File: src/rtl/cdf_pkg.sv
// rtl/cdf_pkg.sv - shared widths, table geometry and reader state enum for the CDF read path
// Purpose: constants and types common to cdf_reader, its interface and its word FIFO.
// Ports: none (package).

package cdf_pkg;

  localparam int ADDR_W         = 16;
  localparam int DATA_W         = 128;
  localparam int LANE_W         = 32;
  localparam int CDF_W          = 20;
  localparam int LANES_PER_WORD = 4;
  localparam int NUM_BINS       = 256;
  localparam int NUM_WORDS      = NUM_BINS / LANES_PER_WORD;

  typedef enum logic [1:0] {
    IDLE  = 2'd0,
    FETCH = 2'd1,
    DRAIN = 2'd2,
    DONE  = 2'd3
  } reader_state_t;

  // Lane k of a packed word carries its CDF value in the low CDF_W bits of
  // the k-th LANE_W slice; the bits above are padding and ignored.
  function automatic logic [CDF_W-1:0] lane_value(input logic [DATA_W-1:0] word,
                                                  input logic [1:0]        lane);
    return word[lane*LANE_W +: CDF_W];
  endfunction

endpackage

File: src/rtl/cdf_reader_if.sv
// rtl/cdf_reader_if.sv - memory read port and CDF output stream of the CDF reader
// Purpose: bundles the memory read bus and the valid/ready CDF stream.
// Signals: read_enable/read_address (reader -> memory), read_bus (memory -> reader),
//          cdf_value/cdf_bin/cdf_valid (reader -> consumer), cdf_ready (consumer -> reader).
// Modports: master = reader side, slave = memory + consumer side.

interface cdf_reader_if;
  import cdf_pkg::*;

  logic              read_enable;
  logic [ADDR_W-1:0] read_address;
  logic [DATA_W-1:0] read_bus;
  logic [CDF_W-1:0]  cdf_value;
  logic [7:0]        cdf_bin;
  logic              cdf_valid;
  logic              cdf_ready;

  modport master (
    output read_enable, read_address, cdf_value, cdf_bin, cdf_valid,
    input  read_bus, cdf_ready
  );

  modport slave (
    input  read_enable, read_address, cdf_value, cdf_bin, cdf_valid,
    output read_bus, cdf_ready
  );

endinterface

File: src/rtl/cdf_word_fifo.sv
// rtl/cdf_word_fifo.sv - 2-entry synchronous word FIFO between memory return and lane unpacker
// Purpose: absorbs the 1-cycle read latency and downstream backpressure.
// Ports: clock, reset (sync, active-high); push/push_data write the tail;
//        pop retires the head; head_data = oldest entry, next_data = entry behind it;
//        empty, count = occupancy (0..2).
// The caller never pushes when full nor pops when empty.

module cdf_word_fifo
  import cdf_pkg::*;
(
  input  logic              clock,
  input  logic              reset,
  input  logic              push,
  input  logic [DATA_W-1:0] push_data,
  input  logic              pop,
  output logic [DATA_W-1:0] head_data,
  output logic [DATA_W-1:0] next_data,
  output logic              empty,
  output logic [1:0]        count
);

  logic [DATA_W-1:0] mem [2];
  logic              rd_ptr;
  logic              wr_ptr;

  always_ff @(posedge clock) begin
    if (push) begin
      mem[wr_ptr] <= push_data;
    end
  end

  always_ff @(posedge clock) begin
    if (reset) begin
      rd_ptr <= 1'b0;
      wr_ptr <= 1'b0;
      count  <= 2'd0;
    end else begin
      if (push) wr_ptr <= ~wr_ptr;
      if (pop)  rd_ptr <= ~rd_ptr;
      if (push && !pop)      count <= count + 2'd1;
      else if (!push && pop) count <= count - 2'd1;
    end
  end

  assign head_data = mem[rd_ptr];
  assign next_data = mem[~rd_ptr];
  assign empty     = (count == 2'd0);

endmodule

File: src/rtl/cdf_reader.sv
// rtl/cdf_reader.sv - fetches a 64-word packed CDF table and streams 256 CDF values
// Purpose: reads words base..base+63, unpacks 4 lanes per word, emits one bin per
//          handshake and flags any decrease between consecutive accepted values.
// Ports: clock, reset (sync, active-high); start + base_address begin a table read;
//        bus (cdf_reader_if.master) = memory read port and CDF output stream;
//        busy (start accepted .. done), done (1-cycle pulse), mono_err (sticky).

module cdf_reader
  import cdf_pkg::*;
(
  input  logic                clock,
  input  logic                reset,
  input  logic                start,
  input  logic [ADDR_W-1:0]   base_address,
  cdf_reader_if.master        bus,
  output logic                busy,
  output logic                done,
  output logic                mono_err
);

  reader_state_t     state;
  logic [ADDR_W-1:0] base_q;
  logic [6:0]        words_issued;
  logic              ret_valid;
  logic [1:0]        lane;
  logic [CDF_W-1:0]  prev_value;

  logic              handshake;
  logic              push;
  logic              pop;
  logic [DATA_W-1:0] head_data;
  logic [DATA_W-1:0] next_data;
  logic              empty;
  logic [1:0]        count;
  logic [1:0]        count_next;
  logic [DATA_W-1:0] head_next;
  logic [1:0]        lane_next;
  logic              issue_ok;

  // Read data arrives the cycle after read_enable; ret_valid marks that cycle.
  // Because it is cleared by reset, a return for a pre-reset read is dropped.
  assign handshake = bus.cdf_valid && bus.cdf_ready;
  assign push      = ret_valid;
  assign pop       = handshake && (lane == 2'd3);

  cdf_word_fifo u_fifo (
    .clock     (clock),
    .reset     (reset),
    .push      (push),
    .push_data (bus.read_bus),
    .pop       (pop),
    .head_data (head_data),
    .next_data (next_data),
    .empty     (empty),
    .count     (count)
  );

  // Output registers are loaded from the FIFO's next-cycle head so that
  // cdf_valid/cdf_value are flops yet track the FIFO without a bubble.
  always_comb begin
    count_next = count;
    if (push && !pop)      count_next = count + 2'd1;
    else if (!push && pop) count_next = count - 2'd1;

    head_next = head_data;
    if (pop) begin
      // count==1 with a pop: the only possible new head is the returning word
      head_next = (count == 2'd2) ? next_data : bus.read_bus;
    end else if (empty) begin
      head_next = bus.read_bus;
    end

    lane_next = handshake ? lane + 2'd1 : lane;

    // Next cycle's outstanding read is the one issued this cycle; holding
    // buffered + outstanding below 2 means a return always finds a free slot.
    issue_ok = ({1'b0, count_next} + {2'b00, bus.read_enable}) < 3'd2;
  end

  always_ff @(posedge clock) begin
    if (reset) begin
      state            <= IDLE;
      base_q           <= '0;
      words_issued     <= '0;
      ret_valid        <= 1'b0;
      lane             <= 2'd0;
      prev_value       <= '0;
      bus.read_enable  <= 1'b0;
      bus.read_address <= '0;
      bus.cdf_valid    <= 1'b0;
      bus.cdf_value    <= '0;
      bus.cdf_bin      <= '0;
      busy             <= 1'b0;
      done             <= 1'b0;
      mono_err         <= 1'b0;
    end else begin
      ret_valid       <= bus.read_enable;
      bus.read_enable <= 1'b0;
      done            <= 1'b0;
      lane            <= lane_next;

      bus.cdf_valid <= (count_next != 2'd0);
      if (count_next != 2'd0) begin
        bus.cdf_value <= lane_value(head_next, lane_next);
      end

      if (handshake) begin
        bus.cdf_bin <= bus.cdf_bin + 8'd1;
        prev_value  <= bus.cdf_value;
        if ((bus.cdf_bin != 8'd0) && (bus.cdf_value < prev_value)) begin
          mono_err <= 1'b1;
        end
      end

      case (state)
        IDLE: begin
          if (start) begin
            state            <= FETCH;
            busy             <= 1'b1;
            base_q           <= base_address;
            bus.read_enable  <= 1'b1;
            bus.read_address <= base_address;
            words_issued     <= 7'd1;
            lane             <= 2'd0;
            bus.cdf_bin      <= 8'd0;
            mono_err         <= 1'b0;
          end
        end
        FETCH: begin
          if (issue_ok) begin
            bus.read_enable  <= 1'b1;
            bus.read_address <= base_q + {{(ADDR_W-7){1'b0}}, words_issued};
            words_issued     <= words_issued + 7'd1;
            if (words_issued == 7'(NUM_WORDS - 1)) begin
              state <= DRAIN;
            end
          end
        end
        DRAIN: begin
          if (handshake && (bus.cdf_bin == 8'(NUM_BINS - 1))) begin
            state <= DONE;
            busy  <= 1'b0;
            done  <= 1'b1;
          end
        end
        DONE: begin
          state <= IDLE;
        end
      endcase
    end
  end

endmodule

File: src/flat_wrapper.sv
// flat-port wrapper written by rule: the top's interface ports become plain ports
module cdf_reader_flat import cdf_pkg::*;
  (clock, reset, start, base_address, busy, done, mono_err, bus_read_enable, bus_read_address, bus_cdf_value, bus_cdf_bin, bus_cdf_valid, bus_read_bus, bus_cdf_ready);
  cdf_reader_if bus_i ();
  input  logic clock;
  input  logic reset;
  input  logic start;
  input  logic [ADDR_W-1:0] base_address;
  output logic busy;
  output logic done;
  output logic mono_err;
  output wire logic [$bits(bus_i.read_enable)-1:0] bus_read_enable;
  output wire logic [$bits(bus_i.read_address)-1:0] bus_read_address;
  output wire logic [$bits(bus_i.cdf_value)-1:0] bus_cdf_value;
  output wire logic [$bits(bus_i.cdf_bin)-1:0] bus_cdf_bin;
  output wire logic [$bits(bus_i.cdf_valid)-1:0] bus_cdf_valid;
  input wire logic [$bits(bus_i.read_bus)-1:0] bus_read_bus;
  input wire logic [$bits(bus_i.cdf_ready)-1:0] bus_cdf_ready;
  assign bus_read_enable = bus_i.read_enable;
  assign bus_read_address = bus_i.read_address;
  assign bus_cdf_value = bus_i.cdf_value;
  assign bus_cdf_bin = bus_i.cdf_bin;
  assign bus_cdf_valid = bus_i.cdf_valid;
  assign bus_i.read_bus = bus_read_bus;
  assign bus_i.cdf_ready = bus_cdf_ready;
  cdf_reader u_core (.clock(clock), .reset(reset), .start(start), .base_address(base_address), .bus(bus_i), .busy(busy), .done(done), .mono_err(mono_err));
endmodule
File: config.mk
export PLATFORM = sky130hd
export DESIGN_NAME = cdf_reader_flat
export DESIGN_NICKNAME = d
export VERILOG_FILES = /design/src/rtl/cdf_pkg.sv /design/src/rtl/cdf_reader_if.sv /design/src/rtl/cdf_word_fifo.sv /design/src/rtl/cdf_reader.sv /design/src/flat_wrapper.sv
export SDC_FILE = /design/constraint.sdc
export NUM_CORES = 1
export LEC_CHECK = 0
export CAP_MARGIN = 20
export CORE_MARGIN = 2
export CORE_UTILIZATION = 48
export DETAILED_ROUTE_END_ITERATION = 6
export PLACE_DENSITY_LB_ADDON = 0.05
export REMOVE_ABC_BUFFERS = 1
export SLEW_MARGIN = 40
export SYNTH_ARGS = -nofsm -noshare
export SYNTH_HDL_FRONTEND = slang
export SYNTH_SLANG_ARGS = --single-unit
File: constraint.sdc
create_clock -name clock -period 4.3 [get_ports clock]
set_input_delay 0.86 -clock clock [delete_from_list [all_inputs] [get_ports clock]]
set_output_delay 0.86 -clock clock [all_outputs]
set_load 0.02 [all_outputs]
==> flow_summary.ini <==
[pwr]
power.density_nw_per_um2 = 551
p_leak_nw = 5.07
p_clk_share_pct = 31.5
seqPwrFrac_pct = 39.7
combPwrFrac_pct = 28.8
intPower_mw = 5.54
switching_share_pct = 31.5
switching_power_mw = 2.54
vdd_drop_max_v = 0.000306

[grt]
grt_first_pass_wirelength_um = 45600
antenna_found_initial = 0
grt.overflow.total = 0
grt_pass1_vias = 8335
grt_max_degree = 66
grtUsageTotal_pct = 22.1

[critical_path]
crit_path_end_kind = flip-flop
critical_path.max_fanout = 17
critical_path.startpoint_type = primary input
worst_path_largest_cell_delay_ns = 0.68
worstPathRequired_ns = 4.75
cp_data_arrival_time_ns = 3.52
critical_path_class = in -> reg
slowest_stage = a21o_1
cp_cell_sequence = clkdlybuf4s50_1, and3_4, xnor2_4, o2111ai_2, a21o_1, a21oi_1, a211oi_1

[route]
via_per_inst = 5.74
dr.pass1.iters = 5
drt_iter0_markers = 593
antenna_left = 0
wl_per_cell_um = 19.4
drc_errors = 0
wl_um = 29000
vias = 8565

[sta]
slew_headroom_pct = 45.1
rsz0062_at_grt = no
hold_slack_ns = 0.453
slew_viol_final = 0
finalHoldViolCount = 0
skew_ns = 0.0117
setup_ws_ns = 1.23
fmax_ghz = 0.325
worst_pin_slew_ns = 0.822
setup_viol = 0
fin_crit_sh_pct = 71.5
fin_crit_ns = 3.07

[floorplanning]
core_area_um2 = 24200
ios = 197
die_area_um2 = 25800
die_y_um = 160
die_x_um = 160
num_rows = 57
initial_core_util_pct = 48.6

[yosys]
synth_seq_area_share_pct = 58.2
netlist-cell-type-count = 63
synthFlopType = edfxtp_1
yosysTopAreaCellShare_pct = 40.9
ys_warn_count = 0
ys_ff_latch = 262
synthCells = 1004
netlist_top_cells_area = edfxtp_1 41%, dfxtp_1 17%, ha_1 3.7%
syn_avg_cell_area_um2 = 11.7
synth-edff-count = 160
synthesis.area_um2 = 11800
synthArstFlopShare_pct = 0
synth_area_leader_cell = edfxtp_1

[placed_design]
placement.io_buffers = 148
gp_congestion = 0.810
postPlaceCellArea_um2 = 13700
pre_cts_slack_ns = 0.715
place_hpwl_um = 18800
dp_cells = 1440

[clock_network]
cts_root_buf = clkbuf_16
path_clk_slew_ns = 0.06
cts_buffers = 28
cts_tree = yes
postCtsSetupBuffers = 0
cts.sinks = 262
h-tree-depth = 1
insertion_delay_ns = 0.53
cts_buffer_depth = 3
cts_resized = 0
hold_buffers = 0

[cells_and_area]
final_cell_mix = 160 x edfxtp_1, 147 x clkdlybuf4s50_1, 107 x nand2_1
stdcell_area_um2 = 14700
final_common_cell = edfxtp_1
layout-drive-gt1-share_pct = 10.7
area_growth_pct = 24.9
fin_cells = 1493
fin_util_pct = 60.7
nNetsFinal = 1330

[run_status]
status = complete, no violations

[run]
drv_cap = 0

[min_path]
hp-class = reg -> reg
## synth_stat cells, types with 2 or more instances
library cell	number
edfxtp_1	160
nand2_1	108
dfxtp_1	102
a21oi_1	64
nor2_1	50
clkbuf_1	46
a211oi_1	44
o221ai_1	40
mux2i_1	37
ha_1	35
inv_1	35
o21ai_0	23
and3_1	21
a221oi_1	18
a211o_1	17
buf_2	16
mux2_2	14
o22ai_1	14
a2111oi_2	13
a21o_1	12
nor3_1	12
xnor2_1	12
nand3_1	11
nor2b_1	9
o211ai_1	7
xor2_1	7
a221o_1	6
a31oi_1	5
and2_1	5
nand4_1	5
buf_1	4
nand2b_1	4
nor3b_1	4
and4_1	3
buf_6	3
o41ai_1	3
a2111oi_0	2
a21oi_2	2
a311o_1	2
a311oi_1	2
nand3b_1	2
nor4_1	2
o21a_1	2
or3_1	2
## critical path: cells and delay by family
kind	cells	cell delay, ns
xor gates and xnor gates	1	0.09
and+or+nand+nor	1	0.33
AOI/OAI and AO/OA	4	1.61
buffers and inverters	1	0.63
## state kept, by name (all words and copies together) (netlist names), 2 cells and up, named ones only
name and flops:
u_core.u_fifo.count 2, u_core.words_issued 7, u_core.state 2, u_core.bus.cdf_value 20
u_core.prev_value 20, u_core.bus.read_address 16, u_core.lane 2, u_core.bus.cdf_bin 8
u_core.base_q 16, u_core.u_fifo.mem 160
## per-layer routing
layer	GRT usage (%)	up-vias	wire length [um]
li1	-	4139	-
met1	32.8	4183	14200
met2	35.2	215	13200
met3	2.84	28	1330
met4	4.42	0	324
met5	0	-	0
## metrics by stage
step                power [mW]  setup TNS [ns]
floorplan                 4.61          -10.86
global placement          5.55               0
detailed placement        5.58               0
CTS                       8.14               0
global route              8.51               0
finish                    8.08               0
## kinds of logic after synthesis
group	after synthesis	share of synthesized area [%]
adder cells (fa/ha/maj)	36	3.90
buffers and inverters	106	3.78
AO/OA/AOI/OAI	289	18.6
multiplexers	51	4.49
XOR/XNOR	20	1.65
AND/OR/NAND/NOR	240	9.37
flip-flops	262	58.2
## power by group through the flow
stage / registers, mW / clock network [mW] / logic, mW
2_1_floorplan: 3.36 / 0 / 1.24
3_3_place_gp: 3.26 / 0 / 2.29
3_5_place_dp: 3.26 / 0 / 2.32
4_1_cts: 3.21 / 2.59 / 2.34
5_1_grt: 3.24 / 2.71 / 2.56
6_report: 3.21 / 2.55 / 2.33
## area by class of cell
cell class	count	area, um^2
Clock inverter	7	110
Tap cell	324	405
Timing Repair Buffer	182	1780
Clock buffer	45	896
Inverter	36	135
Sequential cell	262	6850
Fill cell	1986	9490
Multi-Input combinational cell	636	4500
Antenna cell	1	2.50
## worst paths after layout
| path | slack, ns | cells past startpoint | startpoint | to |
|---|---|---|---|---|
| max | 1.23 | 7 | bus_cdf_ready | u_core.bus.read_address[5] |
| min | 0.45 | 2 | u_core.prev_value[16] | u_core.prev_value[16] |
| max reg2reg | 1.45 | 8 | u_core.u_fifo.count[0] | u_core.bus.read_address[14] |
| min reg2reg | 0.45 | 2 | u_core.prev_value[16] | u_core.prev_value[16] |
Note: power is estimated with default switching activity, not from simulation.
